## src/rtl/uart_transmitter_pkg.sv

```systemverilog
// Shared UART definitions: frame state encoding and line levels, common to the
// transmitter and the receiver.
package uartUtil;

    typedef enum logic [1:0] {
        IDLE  = 2'd0,
        START = 2'd1,
        SEND  = 2'd2,
        STOP  = 2'd3
    } states_t;

    localparam int   DATA_BITS   = 8;
    localparam logic IDLE_LEVEL  = 1'b1;
    localparam logic START_LEVEL = 1'b0;

    // Serial line level for a given frame state; SEND drives the current data bit.
    function automatic logic line_level(input logic [1:0] st, input logic data_bit);
        logic lvl;
        lvl = IDLE_LEVEL;
        if (st == START)
            lvl = START_LEVEL;
        else if (st == SEND)
            lvl = data_bit;
        return lvl;
    endfunction

endpackage

```

## src/rtl/uart_transmitter_baud_timer.sv

```systemverilog
// Bit-period timer: counts 0..CLKS_PER_BIT-1 while enabled and flags the last
// clock of each serial bit.
module uart_baud_timer #(
    parameter int CLKS_PER_BIT = 1
) (
    input  logic clk,
    input  logic rst,
    input  logic clear,
    input  logic enable,
    output logic bitTick
);

    localparam int TW = $clog2(CLKS_PER_BIT + 1);
    localparam logic [TW-1:0] LAST = TW'(CLKS_PER_BIT - 1);

    logic [TW-1:0] bitTimer;

    assign bitTick = enable && (bitTimer == LAST);

    always_ff @(posedge clk or negedge rst) begin
        if (!rst)
            bitTimer <= '0;
        else if (clear)
            bitTimer <= '0;
        else if (enable)
            bitTimer <= bitTick ? '0 : bitTimer + TW'(1);
    end

endmodule

```

## src/rtl/uart_transmitter.sv

```systemverilog
// UART transmitter: 1 start bit, 8 data bits LSB first, STOP_BITS stop bits.
// A 1-entry holding register lets the next byte queue up for gap-free frames.
//
//   state | meaning
//   IDLE  | line high, waiting for a byte in the holding register
//   START | driving the start bit (low) for one bit period
//   SEND  | driving shift_reg[0], shifting after each bit period, 8 bits
//   STOP  | driving stop bit(s) high; reloads straight into START if a byte waits
module uart_transmitter
    import uartUtil::*;
#(
    parameter int CLKS_PER_BIT = 1,
    parameter int STOP_BITS    = 1
) (
    input  logic       clk,
    input  logic       rst,
    input  logic [7:0] txData,
    input  logic       txValid,
    output logic       txReady,
    output logic       txOut,
    output logic       busy,
    output logic       txDone
);

    localparam logic [1:0] S_IDLE  = IDLE;
    localparam logic [1:0] S_START = START;
    localparam logic [1:0] S_SEND  = SEND;
    localparam logic [1:0] S_STOP  = STOP;

    logic [1:0] state;
    logic [1:0] state_next;
    logic [7:0] hold_data;
    logic       hold_full;
    logic       hold_full_next;
    logic [7:0] shift_reg;
    logic [2:0] bit_index;
    logic       stop_index;
    logic       bitTick;
    logic       accept;
    logic       stop_last;
    logic       reload;

    uart_baud_timer #(
        .CLKS_PER_BIT(CLKS_PER_BIT)
    ) u_baud_timer (
        .clk     (clk),
        .rst     (rst),
        .clear   (state == S_IDLE),
        .enable  (state != S_IDLE),
        .bitTick (bitTick)
    );

    assign accept    = txValid && txReady;
    assign stop_last = (state == S_STOP) && bitTick && (stop_index == 1'(STOP_BITS - 1));
    // Holding register drains into the shifter from IDLE or on the final stop clock.
    assign reload         = hold_full && ((state == S_IDLE) || stop_last);
    assign hold_full_next = accept || (hold_full && !reload);

    always_comb begin
        state_next = state;
        case (state)
            S_IDLE:  if (hold_full) state_next = S_START;
            S_START: if (bitTick) state_next = S_SEND;
            S_SEND:  if (bitTick && (bit_index == 3'd7)) state_next = S_STOP;
            S_STOP:  if (stop_last) state_next = hold_full ? S_START : S_IDLE;
            default: state_next = S_IDLE;
        endcase
    end

    always_ff @(posedge clk or negedge rst) begin
        if (!rst) begin
            state      <= S_IDLE;
            hold_full  <= 1'b0;
            hold_data  <= 8'h00;
            txReady    <= 1'b0;
            shift_reg  <= 8'h00;
            bit_index  <= 3'd0;
            stop_index <= 1'b0;
        end else begin
            state     <= state_next;
            hold_full <= hold_full_next;
            txReady   <= !hold_full_next;
            if (accept)
                hold_data <= txData;
            if (reload)
                shift_reg <= hold_data;
            else if ((state == S_SEND) && bitTick)
                shift_reg <= shift_reg >> 1;
            // bit_index wraps 7 -> 0 on its own as the frame leaves SEND
            if ((state == S_SEND) && bitTick)
                bit_index <= bit_index + 3'd1;
            if ((state == S_STOP) && bitTick)
                stop_index <= stop_last ? 1'b0 : stop_index + 1'b1;
        end
    end

    assign txOut  = line_level(state, shift_reg[0]);
    assign busy   = (state != S_IDLE);
    assign txDone = stop_last;

endmodule
```

## config.mk

```make
export PLATFORM = sky130hd
export DESIGN_NAME = uart_transmitter
export DESIGN_NICKNAME = d
export VERILOG_FILES = /design/src/rtl/uart_transmitter_pkg.sv /design/src/rtl/uart_transmitter_baud_timer.sv /design/src/rtl/uart_transmitter.sv
export SDC_FILE = /design/constraint.sdc
export NUM_CORES = 1
export LEC_CHECK = 0
export ABC_AREA = 1
export CAP_MARGIN = 20
export CORE_MARGIN = 8
export CORE_UTILIZATION = 54
export CTS_CLUSTER_SIZE = 10
export DETAILED_ROUTE_END_ITERATION = 8
export PLACE_DENSITY = 0.78
export SLEW_MARGIN = 20
export SYNTH_ARGS = -nofsm -noshare
export SYNTH_HDL_FRONTEND = slang
export SYNTH_SLANG_ARGS = --single-unit
```

## constraint.sdc

```tcl
create_clock -name clk -period 1.95 [get_ports clk]
set_input_delay 0.39 -clock clk [delete_from_list [all_inputs] [get_ports clk]]
set_output_delay 0.39 -clock clk [all_outputs]
set_load 0.03 [all_outputs]
```

==> impl_results.md <==
- Met3 wire length: 67 um
- Max layer used: met4
- Ant. Diodes: 0
- Internal cell power: 0.00128 W
- Post-synth EDFFs: 0
- Max cap viols: 0
- Core area: 2190 um^2
- CTS tree: yes
- Routed wl met2: 1160 um
- Pin count of the biggest net entering global routing: 26
- Syn_area_per_cell: 8.58 um^2
- Endpoint type of the worst setup path: output pin
- CP required: 1.56 ns
- # fillers: 176
- Vias/cell: 5.00
- Power per Cell Area: 1560 nW/um^2
- FFs w/ async S/R, synth: 1.00
- Total number of vias: 960
- Gr ovfl total: 0
- First-pass GRT wire length: 4200 um
- Syn nets: 162
- Fin crit share: 0.950
- Critical Path AT: 1.46 ns
- Sequential share of power: 0.395
- H-tree depth: 1
- Layout Nets: 183
- Sw Ratio: 0.436
- Post-synthesis sequential area ratio: 0.506
- Post-layout util: 0.665
- CTS buffer count: 3
- Setup TNS: 0 ns
- Row count: 17
- All-Layer GR Usage: 0.123
- Post-route cell area: 1460 um^2
- Commonest cells after routing, fill and taps aside: nand2_1, dfrtp_1, nand3_1
- Max Slew Vio Count: 0
- Setup violators final: 0
- Reg2reg path depth: 10
- Fmax: 540 MHz
- Post-detailed-routing wire length: 2310 um
- Crit path buffers/inverters: 3
- Yosys cell types: 19
- Share of layout cells above drive strength 1: 0.134
- Final GP Congestion: 0.772
- Worst path cell trace: buf_4, ha_1, inv_1, nor2_1, nor2_1, buf_4
- Setup slack, reg-to-reg: 0.29 ns
- Flop and latch count out of synthesis: 25
- Drt drc: 0
- NetSw: 0.000994 W
- VDD IR-drop max: 996 uV
- RSZ-0062 raised after global routing: no
- Leak Pwr: 0.763 nW
- Post-layout min period: 1.85 ns
- Crit-path max FO: 3
- Area of the die: 4080 um^2
- M1 WL: 1070 um
- Worst flop-to-flop path endpoint: shift_reg[6]
- Post-DP HPWL: 1750 um
- Final hold violation count: 0
- I/O Buffers: 14
- Cell area after synthesis: 1240 um^2
- Hold Path Class: in -> async
- Clock slew at reported path FFs: 0.13 ns
- Clk_lat worst skew: 0.31 ns
- Kind of critical path: reg -> out
- Starting Density: 0.564
- Slowest-stage cell, CP: dfrtp_1
- Status: completed
- Comb power frac: 0.507
- Worst Skew: 0.00824 ns
- Initial antenna violation count: 0
- Startpoint types: flip-flop
- Die X: 63.8 um
- First DRT Iteration DRCs: 24
- WL per Instance: 12.0 um
- Die height: 63.8 um
- Area delta synth->final: 17.8%
- Top delay family on crit path: flip-flops
- First-pass DRT Iterations: 4
- Final ANT Viol Nets: 0
- Clk buf depth: 2
- Vias in the first global route: 977
- Power share of the clock group: 0.098
- YS warnings: 0
- Post-Syn Instances: 144
- CTS Sinks: 25
- RR Startpoint: state[0]
- IO Pins: 15
- Post-place instance area: 1400 um^2
- Commonest non-fill, non-tap cell in the layout: nand2_1
- Final Total Pwr: 0.00228 W
- Root buffer cell: clkbuf_4
- Max stage delay on crit path: 0.40 ns
- Post-synth top flop: dfrtp_1
metal layers:
| layer | vias up | track usage |
|---|---|---|
| li1 | 489 | - |
| met1 | 454 | 0.153 |
| met2 | 15 | 0.198 |
| met3 | 2 | 0.0314 |
| met4 | 0 | 0.0529 |
| met5 | - | 0 |
power groups by stage:
stage | sequential (W) | clock [W] | combinational (W)
2_1_floorplan | 0.000894 | 0 | 0.000844
5_1_grt | 0.000936 | 0.000251 | 0.00131
3_5_place_dp | 0.000931 | 0 | 0.00109
3_3_place_gp | 0.000914 | 0 | 0.00103
6_report | 0.000900 | 0.000223 | 0.00115
4_1_cts | 0.000901 | 0.000231 | 0.00115
worst max path at each step:
| stage | startpoint | end | slack (ns) | depth (start not counted) |
|---|---|---|---|---|
| floorplan | state[0] | txOut | 0.37 | 5 |
| global placement | state[0] | txDone | 0.38 | 6 |
| detailed placement | state[0] | txDone | 0.28 | 6 |
| CTS | state[0] | txDone | 0.02 | 6 |
| global route | state[1] | txOut | 0.008 | 6 |
| finish | state[1] | txOut | 0.1 | 6 |
synth_stat cells (2+ instances only):
cell	count	area share
nand2_4	2	0.018
nand2_2	2	0.010
a21oi_1	8	0.032
buf_2	2	0.0081
nand2_1	41	0.12
ha_1	7	0.071
o21ai_0	5	0.020
dfrtp_1	25	0.51
inv_1	15	0.046
nor2_1	11	0.033
nand3_1	18	0.073
cell families (layout without fill, tap and decap cells):
family	count (synthesis)	in the layout	share of synthesized area
AO/OA/AOI/OAI	13	13	0.0526
XOR/XNOR	1	1	0.00709
adder cells (fa/ha/maj)	7	7	0.0708
buffers and inverters	20	40	0.0688
flip-flops	25	25	0.506
multiplexers	1	1	0.00911
other	1	1	0.00303
AND/OR/NAND/NOR	76	76	0.282
area by class of cell:
cell class,count,area (um^2),area share
well taps,28,35.0,0.0241
clock inverters,1,5.00,0.00344
clock buffers,3,22.5,0.0155
repair buffers,20,178,0.122
flip-flops and latches,25,626,0.430
multi-input cells,99,531,0.364
inverters,16,60.1,0.0412
metrics by stage:
step | hold slack, ns | setup WS, ns | instances
global placement | 0.467 | 0.379 | 185
detailed placement | 0.474 | 0.280 | 185
finish | 0.414 | 0.0969 | 192
global route | 0.436 | 0.00783 | 192
floorplan | 0.0944 | 0.367 | 144
CTS | 0.419 | 0.0235 | 191
repair_timing:
item | CTS | global route
hold buffers | 0 | 0
buffers inserted | 2 | 1
pin swaps | 0 | 1
resized for setup | 0 | 2
setup endpoints to repair | 1 | 1
No activity file was read; power rests on OpenSTA's default activity.
==> variant, RTL diff (same settings) <==
Make the reset (`rst`) synchronous in 2 clocked blocks.
--- a/src/rtl/uart_transmitter_baud_timer.sv
+++ b/src/rtl/uart_transmitter_baud_timer.sv
@@ -18,5 +18,5 @@
     assign bitTick = enable && (bitTimer == LAST);
 
-    always_ff @(posedge clk or negedge rst) begin
+    always_ff @(posedge clk) begin
         if (!rst)
             bitTimer <= '0;
--- a/src/rtl/uart_transmitter.sv
+++ b/src/rtl/uart_transmitter.sv
@@ -68,5 +68,5 @@
     end
 
-    always_ff @(posedge clk or negedge rst) begin
+    always_ff @(posedge clk) begin
         if (!rst) begin
             state      <= S_IDLE;
Behaviour: differs if rst is asserted again (counterexample within 4 cycles, from zero or initial values and one cycle with rst low); with rst held inactive, the same outputs for 10 cycles.
==> variant against the unedited design <==
  * Critical path depth did not move
  * Utilization rose by 1.8 points
  * Largest cell class is now multi-input combinational cells
  * Synthesized cell count rose by 4.2%
  * Highest routed layer unchanged
  * Worst setup slack got worse by 0.028 ns
  * Wire length fell by 2.6%
  * Design area fell by 7.1%
  * Synthesized area fell by 6.7%
  * Sequential cell count did not move
  * Hold slack improved by 0.046 ns
  * Sequential share of layout area fell by 5.6 points
  * Final cell count rose by 1.6%
Power is not compared: it rests on default switching activity, and its combinational part moved more than twofold at a synthesized area within 25%.
==> variant: results (changes against the unedited design) <==
.. list-table::
   :header-rows: 1

   * - Metric
     - Value
   * - Worst reg2reg startpoint
     - state[0] (unchanged)
   * - Mux cell area share after synthesis
     - 0% (was 0.911%)
   * - Fraction of layout cells with a size suffix above 1
     - 9.52% (was 13.4%)
   * - Total routed wire length on the met1 layer
     - 1.08 mm (was 1.07 mm)
   * - Post-detailed-route via-to-cell ratio
     - 5.13 (was 5.00)
   * - Cell type of the slowest stage on the worst timing path
     - sky130_fd_sc_hd__dfxtp_4 (was sky130_fd_sc_hd__dfrtp_1)
   * - Syn nets
     - 167 (was 162)
   * - Outcome
     - finished, final reports clean (unchanged)
   * - Total Wirelength
     - 2.25 mm (was 2.31 mm)
   * - Cell types occupying the most area after synthesis
     - sky130_fd_sc_hd__dfxtp_1 (43%), sky130_fd_sc_hd__nand2_1 (9.4%), sky130_fd_sc_hd__nand3_1 (8.7%), sky130_fd_sc_hd__a21oi_1 (7.8%), sky130_fd_sc_hd__ha_1 (6.5%) (was sky130_fd_sc_hd__dfrtp_1 (51%), sky130_fd_sc_hd__nand2_1 (12%), sky130_fd_sc_hd__nand3_1 (7.3%), sky130_fd_sc_hd__ha_1 (7.1%), sky130_fd_sc_hd__inv_1 (4.6%))
   * - Number of global-route vias before repair
     - 933 (was 977)
   * - Post-placement cell area
     - 0.00129 sq mm (was 0.00140 sq mm)
   * - GR Util All Layers
     - 11.9% (was 12.3%)
   * - Worst Clk Skew
     - 0.00683 ns (was 0.00824 ns)
   * - Area share of fa/ha/maj cells after synthesis
     - 6.51% (was 7.09%)
   * - XOR/XNOR Fraction of Synth Area
     - 0.759% (was 0.709%)
   * - Metal2 WL
     - 1.04 mm (was 1.16 mm)
   * - Wire length on met3
     - 103 microns (was 67 microns)
   * - # nets final
     - 186 (was 183)
   * - Largest net degree at the start of global routing
     - 17 (was 26)
   * - Tightest Hold Check Type
     - register to register (was input port to asynchronous set/reset pin)
   * - Clock-pin slew on the worst setup and hold paths
     - 0.12 ns
   * - Post-synthesis compound-gate area fraction
     - 14.3% (was 5.26%)
   * - Routability Congestion
     - 0.778 (was 0.772)
   * - Count of synthesis-stage warnings from yosys
     - 0 (unchanged)
variant: changes by cell type in the layout (fill, tap and decap cells not counted), sizes merged, moves of 2 or more:
| cell | change |
|---|---|
| dfrtp | -25 |
| dfxtp | +25 |
| nand2 | -14 |
| a21oi | +10 |
| o21ai | +7 |
| buf | -2 |
| nand3 | +2 |
variant: repair_timing:
action	CTS	global route
setup buffers	0	2
setup endpoints to repair	2	2
resized for setup	3	4
pin swaps	0	1
variant: stage by stage:
stage | setup slack (ns) | TNS (ns) | power [mW] | cells | hold WS (ns)
final | 0.0689 | 0 | 1.34 | 195 | 0.460
after CTS | 0.0290 | 0 | 1.32 | 193 | 0.463
after floorplan | 0.395 | 0 | 0.950 | 150 | 0.430
after global placement | 0.153 | 0 | 1.07 | 189 | 0.440
after global routing | -0.00833 | -0.00833 | 1.43 | 195 | 0.480
after detailed placement | 0.0760 | 0 | 1.10 | 189 | 0.444
variant: kinds of logic (layout without fill, tap and decap cells):
kind of cell,Yosys count,in the layout
adders and majority gates,6,6
xor gates and xnor gates,1,1
and+or+nand+nor,63,63
other,1,1
AOI/OAI and AO/OA,32,32
buffers and inverters,22,40
DFF,25,25
variant: worst paths after layout:
path                                     end  slack, ns  cells past startpoint
worst max-delay path                  txDone       0.07                      6
worst max register to register  shift_reg[1]       0.34                     10
worst min register to register  hold_data[0]       0.46                      2
worst min-delay path            hold_data[0]       0.46                      2
variant: power by group:
| group | total (mW) | switching, mW | internal [mW] |
|---|---|---|---|
| combinational | 0.499 | 0.299 | 0.200 |
| clock | 0.225 | 0.145 | 0.0799 |
| sequential | 0.614 | 0.0425 | 0.572 |
variant: critical path, delay by kind of cell, from the launching register on:
kind / cells / cell delay, ns
buffers and inverters: 3 / 0.27
and+or+nand+nor: 2 / 0.27
adders and majority gates: 1 / 0.24
DFF: 1 / 0.40
variant: cell type report:
cell class / instances / area [sq um]
Tap cell: 27 / 33.8
Fill cell: 180 / 629
Sequential cell: 25 / 505
Multi-Input combinational cell: 103 / 551
Inverter: 17 / 63.8
Clock buffer: 4 / 26.3
Timing Repair Buffer: 19 / 173
variant: routing by layer:
metal | vias up | GRT usage, %
li1 | 524 | -
met1 | 452 | 14.0
met2 | 20 | 19.9
met3 | 4 | 3.41
met4 | 0 | 4.37
met5 | - | 0
